--- config.mk ---
export PLATFORM = sky130hd
export DESIGN_NAME = cpu_sram_arbiter
export DESIGN_NICKNAME = d
export VERILOG_FILES = /design/src/rtl/cpu_sram_arbiter.sv
export SDC_FILE = /design/constraint.sdc
export NUM_CORES = 1
export LEC_CHECK = 0
export CAP_MARGIN = 0
export CORE_AREA = 2 2 124 126
export DETAILED_ROUTE_END_ITERATION = 10
export DIE_AREA = 0 0 126 128
export GPL_TIMING_DRIVEN = 0
export PLACE_DENSITY = 0.7
export SLEW_MARGIN = 25
export SYNTH_ARGS = -nofsm -noshare
export SYNTH_HDL_FRONTEND = slang
export SYNTH_SLANG_ARGS = --single-unit
--- constraint.sdc ---
create_clock -name clk -period 2.54 [get_ports clk]
set_input_delay 0.381 -clock clk [delete_from_list [all_inputs] [get_ports clk]]
set_output_delay 0.381 -clock clk [all_outputs]
set_load 0.01 [all_outputs]
--- src/rtl/cpu_sram_arbiter.sv ---
// Two-to-one arbiter sharing one SRAM-like bus between instruction fetch and data memory.
// Optional macro SRAM_ARB_RR_EN selects round-robin tie-breaking; otherwise data wins ties.
module cpu_sram_arbiter #(
    parameter int ADDR_W = 32,
    parameter int DATA_W = 32
) (
    input  logic              clk,
    input  logic              reset,
    input  logic              inst_req,
    input  logic              inst_wr,
    input  logic [3:0]        inst_size,
    input  logic [ADDR_W-1:0] inst_addr,
    input  logic [DATA_W-1:0] inst_wdata,
    output logic              inst_addr_ok,
    output logic              inst_data_ok,
    output logic [DATA_W-1:0] inst_rdata,
    input  logic              data_req,
    input  logic              data_wr,
    input  logic [3:0]        data_size,
    input  logic [ADDR_W-1:0] data_addr,
    input  logic [DATA_W-1:0] data_wdata,
    output logic              data_addr_ok,
    output logic              data_data_ok,
    output logic [DATA_W-1:0] data_rdata,
    output logic              bus_req,
    output logic              bus_wr,
    output logic [3:0]        bus_size,
    output logic [ADDR_W-1:0] bus_addr,
    output logic [DATA_W-1:0] bus_wdata,
    input  logic              bus_addr_ok,
    input  logic              bus_data_ok,
    input  logic [DATA_W-1:0] bus_rdata,
    output logic              arb_busy,
    output logic [1:0]        arb_state
);

    typedef enum logic [1:0] {
        ST_IDLE = 2'd0,
        ST_ADDR = 2'd1,
        ST_DATA = 2'd2
    } state_e;

    state_e            state_q, state_d;
    logic              owner_q, owner_d;
    logic              cmd_wr_q, cmd_wr_d;
    logic [3:0]        cmd_size_q, cmd_size_d;
    logic [ADDR_W-1:0] cmd_addr_q, cmd_addr_d;
    logic [DATA_W-1:0] cmd_wdata_q, cmd_wdata_d;
    logic              grant_data;

`ifdef SRAM_ARB_RR_EN
    logic last_q, last_d;

    // On a tie the requester not granted last time wins.
    always_comb begin
        if (inst_req && data_req) grant_data = ~last_q;
        else                      grant_data = data_req;
    end
`else
    always_comb grant_data = data_req;
`endif

    always_comb begin
        state_d     = state_q;
        owner_d     = owner_q;
        cmd_wr_d    = cmd_wr_q;
        cmd_size_d  = cmd_size_q;
        cmd_addr_d  = cmd_addr_q;
        cmd_wdata_d = cmd_wdata_q;
`ifdef SRAM_ARB_RR_EN
        last_d      = last_q;
`endif
        case (state_q)
            ST_IDLE: begin
                if (inst_req || data_req) begin
                    state_d     = ST_ADDR;
                    owner_d     = grant_data;
                    cmd_wr_d    = grant_data ? data_wr    : inst_wr;
                    cmd_size_d  = grant_data ? data_size  : inst_size;
                    cmd_addr_d  = grant_data ? data_addr  : inst_addr;
                    cmd_wdata_d = grant_data ? data_wdata : inst_wdata;
`ifdef SRAM_ARB_RR_EN
                    last_d      = grant_data;
`endif
                end
            end
            ST_ADDR: if (bus_addr_ok) state_d = ST_DATA;
            ST_DATA: if (bus_data_ok) state_d = ST_IDLE;
            default: state_d = ST_IDLE;
        endcase
    end

    // Bus fields come only from the latched command, so requester changes cannot leak through.
    always_comb begin
        logic in_addr;
        logic in_data;
        in_addr      = (state_q == ST_ADDR);
        in_data      = (state_q == ST_DATA);
        bus_req      = in_addr;
        bus_wr       = in_addr & cmd_wr_q;
        bus_size     = in_addr ? cmd_size_q  : '0;
        bus_addr     = in_addr ? cmd_addr_q  : '0;
        bus_wdata    = in_addr ? cmd_wdata_q : '0;
        inst_addr_ok = in_addr & ~owner_q & bus_addr_ok;
        data_addr_ok = in_addr &  owner_q & bus_addr_ok;
        inst_data_ok = in_data & ~owner_q & bus_data_ok;
        data_data_ok = in_data &  owner_q & bus_data_ok;
        inst_rdata   = (in_data & ~owner_q) ? bus_rdata : '0;
        data_rdata   = (in_data &  owner_q) ? bus_rdata : '0;
        arb_busy     = (state_q != ST_IDLE);
        arb_state    = state_q;
    end

    always_ff @(posedge clk) begin
        if (reset) begin
            state_q     <= ST_IDLE;
            owner_q     <= 1'b0;
            cmd_wr_q    <= 1'b0;
            cmd_size_q  <= '0;
            cmd_addr_q  <= '0;
            cmd_wdata_q <= '0;
`ifdef SRAM_ARB_RR_EN
            last_q      <= 1'b0;
`endif
        end else begin
            state_q     <= state_d;
            owner_q     <= owner_d;
            cmd_wr_q    <= cmd_wr_d;
            cmd_size_q  <= cmd_size_d;
            cmd_addr_q  <= cmd_addr_d;
            cmd_wdata_q <= cmd_wdata_d;
`ifdef SRAM_ARB_RR_EN
            last_q      <= last_d;
`endif
        end
    end

endmodule

---- After elaboration in Yosys (flattened, before gate mapping) ----
Index checks and enable logic that the tools add are counted.
operators by class
  equality and inequality tests ........... 5
  muxes and demuxes ....................... 13
  bitwise logic cells ..................... 10
  reductions and logical operators ........ 5
operators with widths
  operator                                       number
  2-to-1 mux 32 bit                              6
  bitwise AND 1 bit                              9
  2-to-1 mux 4 bit                               2
  2-to-1 mux 2 bit                               3
  case mux 2 bit (3 select lines)                1
  != test 2 bit, second input constant           2
  AND reduction 3 bit                            1
  == test 2 x 1 -> 1 bit, second input constant  1
  == test 2 bit, second input constant           1
  zero test 2 bit                                1
  != test 2 x 1 -> 1 bit, second input constant  1
  AND reduction 2 bit                            1
  nonzero test 2 bit                             1
  logical OR 1 bit                               1
  2-to-1 mux 1 bit                               1
  NOT 1 bit                                      1
storage, ports and cells
  bits in registers ....................... 72
  logic and storage cells ................. 39

---- Longest topological paths before layout ----
  word-level depth ........................ 3
  depth in mapped cells ................... 8
  gate-level depth less buffers ........... 4

---- Worst setup path after synthesis ----
OpenSTA, ideal clock, no wires.
  path type ............................... register to output
  start point ............................. reg state_q[0], in the netlist arb_state[0]
  end point ............................... out bus_wdata[22]
  data arrival time ....................... 1.300 ns
  path slack .............................. 0.859 ns
  cell stages (with the launch flop) ...... 5
  path buffers ............................ 2
  path through ............................ dfxtp_1 > nor2b_1 > clkbuf_1 > clkbuf_1 > and2_1
on the way
  word-level cells in the longest chain between the ends .. 2
RTL lines
  element                 line  RTL
  from (decl)             43    state_e state_q, state_d;
  from (signal assigned)  126   state_q <= state_d;
  == test 2 x 1 -> 1 bit  97    in_addr = (state_q == ST_ADDR);
  via bus_req             25    output logic bus_req,
  2-to-1 mux 32 bit       103   bus_wdata = in_addr ? cmd_wdata_q : '0;
  to (decl)               29    output logic [DATA_W-1:0] bus_wdata,
The timed path passes the listed nets, and every way through them passes these cells.

---- Worst setup path after layout ----
  start point ............................. reg state_q[1], in the netlist arb_state[1]
  end point ............................... out inst_rdata[18]
on the way
  word-level cells in the longest chain between the ends .. 3
RTL lines
  element            line  RTL
  == test 2 bit      98    in_data = (state_q == ST_DATA);
  bitwise AND 1 bit  108   inst_rdata = (in_data & ~owner_q) ? bus_rdata : '0;
  2-to-1 mux 32 bit  108
  to (decl)          16    output logic [DATA_W-1:0] inst_rdata,
Every way passes these cells.

==> metrics <==
status=completed; post-synthesis sequential area ratio=34.1%; Root Buffer=clkbuf_16; Die Y=128 um; Synth Instances=487; GRT overflow=0; worst relative slew slack=49.6%; critical path endpoint category=output port; WP buf/inv=2; library cells used by synthesis=22; #FFs+latches synth=72; final wirelength=17,200 um; setup TNS=0 ns; Core ar.=14,900 um^2; Post-DP Area=7600 um^2; DR vias=4,849; GR Layer Usage met1=21.9%; Synth Flop Type=dfxtp_1; gr busiest metal=met2; IO Pins=317; Critical Path Fanout Max=10; max-slew violations=0; number of buffers created by CTS=9; non-filler cells, final=1,006; Starting Density=28.4%; Pwr Density=469 nW/um^2; Post-Synth Adder-Cell Area=0%; MaxCap Viol Count=0; post-synthesis simple-gate area fraction=21.7%; most numerous cell in the Yosys netlist=and2_1; clk_lat worst skew=0.33 ns; mux contribution to synthesized area=16.4%; routing usage on met3=5.09%; ranking of synthesized cells by area=dfxtp_1, and2_1, mux2i_1, a211oi_1, a21oi_1; die area=16,100 um^2; Synth top cells by count=and2_1, dfxtp_1, a21oi_1; Yosys top cell area share=34.1%; CTS tree=yes; DRT Pass-1 Iters=4; final setup vio count=0; met2 usage=38.0%; post-CTS setup buffer count=0; syn avg cell area=8.67 um^2; Period minus WS final=2.42 ns; post-DP HPWL=13,900 um; Post-Syn Nets=663; DRC=0; CP top delay family=buffers and inverters; synthesized area=4220 um^2; largest net degree at the start of global routing=12; CP cell instances=nor3b_4 > buf_2 > and2_1 > clkdlybuf4s50_1; ys async rst share=0%; DR vias/cell=4.82; peak supply drop=0.251 mV; WL/cell=17.1 um; Area growth syn-to-layout=88.4%; row cnt=45; Port-buffer cells=314; CP Data Required Time=2.16 ns; Clock Sink Count=72; Die Width=126 um; initial DRC count=193; WP data arrival=2.04 ns; Placed Instances=989; Tot GR Track Use=20.3%; share of layout cells above drive strength 1=6.36%; CP max-delay cell=clkdlybuf4s50_1; Total Power=3730 uW; final instance area=7960 um^2; filler cell count=1,374; cell leakage power=0.00318 uW; initial antenna violation count=2; EDFF count, synth=0; Max clock buf depth=2; Crit Path Category=register to output port; post-synthesis xor/xnor area fraction=0%; vias in the first global route=4,857; synth warn=0; RD Place Congestion=0.952; Largest stage delay, worst path=0.59 ns; CTS HTree Levels=3; largest family of logic cells by synthesized area=compound AO/OA/AOI/OAI gates; Hold WC Path Type=register to register; FMAX=0.413 GHz; ANT nets after route=0; final hold violations=0; post-synthesis compound-gate area fraction=22.2%; RSZ-0062 raised after global routing=false; wire length of the first global-routing pass=25,800 um; clk slew on worst S/H paths=0.06 ns; Setup Skew=0.00441 ns; Layout Nets=988; Final period util=95.4%; worst slew pin tran=0.756 ns; Setup crit start kind=register; Yosys top cell by area=dfxtp_1
-- what timing repair did --
action,in CTS,in global routing
hold buffers,0,0
endpoints found under the setup margin,104,86
cloned,0,0
pin swaps,0,0
resized for setup,12,24
-- worst paths after layout --
| check | depth (start not counted) | end | slack (ns) | from |
|---|---|---|---|---|
| worst max register to register | 6 | cmd_addr_q[1] | 0.68 | arb_state[1] |
| worst max-delay path | 4 | inst_rdata[18] | 0.12 | arb_state[1] |
| worst min register to register | 2 | cmd_wdata_q[5] | 0.51 | cmd_wdata_q[5] |
| worst min-delay path | 2 | cmd_wdata_q[5] | 0.51 | cmd_wdata_q[5] |
-- cell type report --
class | count | area [um^2] | area share [%]
diodes | 1 | 2.50 | 0.0315
plain buffers | 53 | 259 | 3.26
clock buffers | 13 | 260 | 3.27
clock inverters | 3 | 40.0 | 0.503
inverters | 3 | 11.3 | 0.142
multi-input cells | 359 | 2550 | 32.1
flip-flops and latches | 72 | 1440 | 18.1
well taps | 188 | 235 | 2.96
repair buffers | 314 | 3150 | 39.6
-- sequential cells by signal (all words and copies together) (netlist names) --
| name | flops |
|---|---|
| cmd_wr_q | 1 |
| owner_q | 1 |
| arb_state | 2 |
| cmd_wdata_q | 32 |
| cmd_addr_q | 32 |
| cmd_size_q | 4 |
-- power breakdown --
group	internal, uW	switching, uW	total (uW)
combinational	627	493	1120
sequential	1270	67.9	1340
clock	811	469	1280
-- per-layer routing --
layer | up-vias | share of wire (%)
li1 | 2371 | -
met1 | 2231 | 38
met2 | 217 | 52
met3 | 28 | 7.9
met4 | 2 | 2.2
met5 | - | 0.075
-- cells in the final DEF, fill, tap and decap left out, types with 2 or more instances in the layout --
master | Yosys | layout
clkdlybuf4s50_1 | 0 | 311
and2_1 | 135 | 135
a21oi_1 | 71 | 71
dfxtp_1 | 72 | 71
mux2i_1 | 69 | 69
a211oi_1 | 59 | 59
clkbuf_1 | 37 | 25
clkbuf_2 | 1 | 11
a211oi_2 | 10 | 10
clkbuf_16 | 0 | 9
buf_2 | 6 | 7
buf_1 | 6 | 6
buf_6 | 3 | 4
inv_1 | 3 | 3
nand2_1 | 3 | 3
nor2_1 | 4 | 3
dlymetal6s2s_1 | 0 | 3
clkinv_2 | 0 | 2
clkbuf_8 | 0 | 2
-- worst reg2reg max path, stage by stage, from the launching register on --
cell and delay (ns):
dfxtp_1 0.35, nor2_2 0.57, and2_4 0.27, buf_6 0.13, buf_6 0.15, buf_6 0.17
a211oi_2 0.08
-- through the flow --
stage | hold slack, ns | utilization, % | setup slack, ns
detailed placement | 0.509 | 51.1 | -0.280
finish | 0.512 | 53.5 | 0.117
global placement | 0.492 | 51.1 | -0.205
CTS | 0.515 | 53.3 | -0.0261
global route | 0.535 | 53.5 | 0.0115
floorplan | 0.485 | - | 0.859
-- logic make-up (layout without fill, tap and decap cells) --
group	count (synthesis)	after routing
AOI/OAI and AO/OA	142	142
buffers and inverters	56	386
DFF	72	72
muxes	69	69
other	0	1
and+or+nand+nor	148	148
Note: power is estimated with default switching activity, not from simulation.
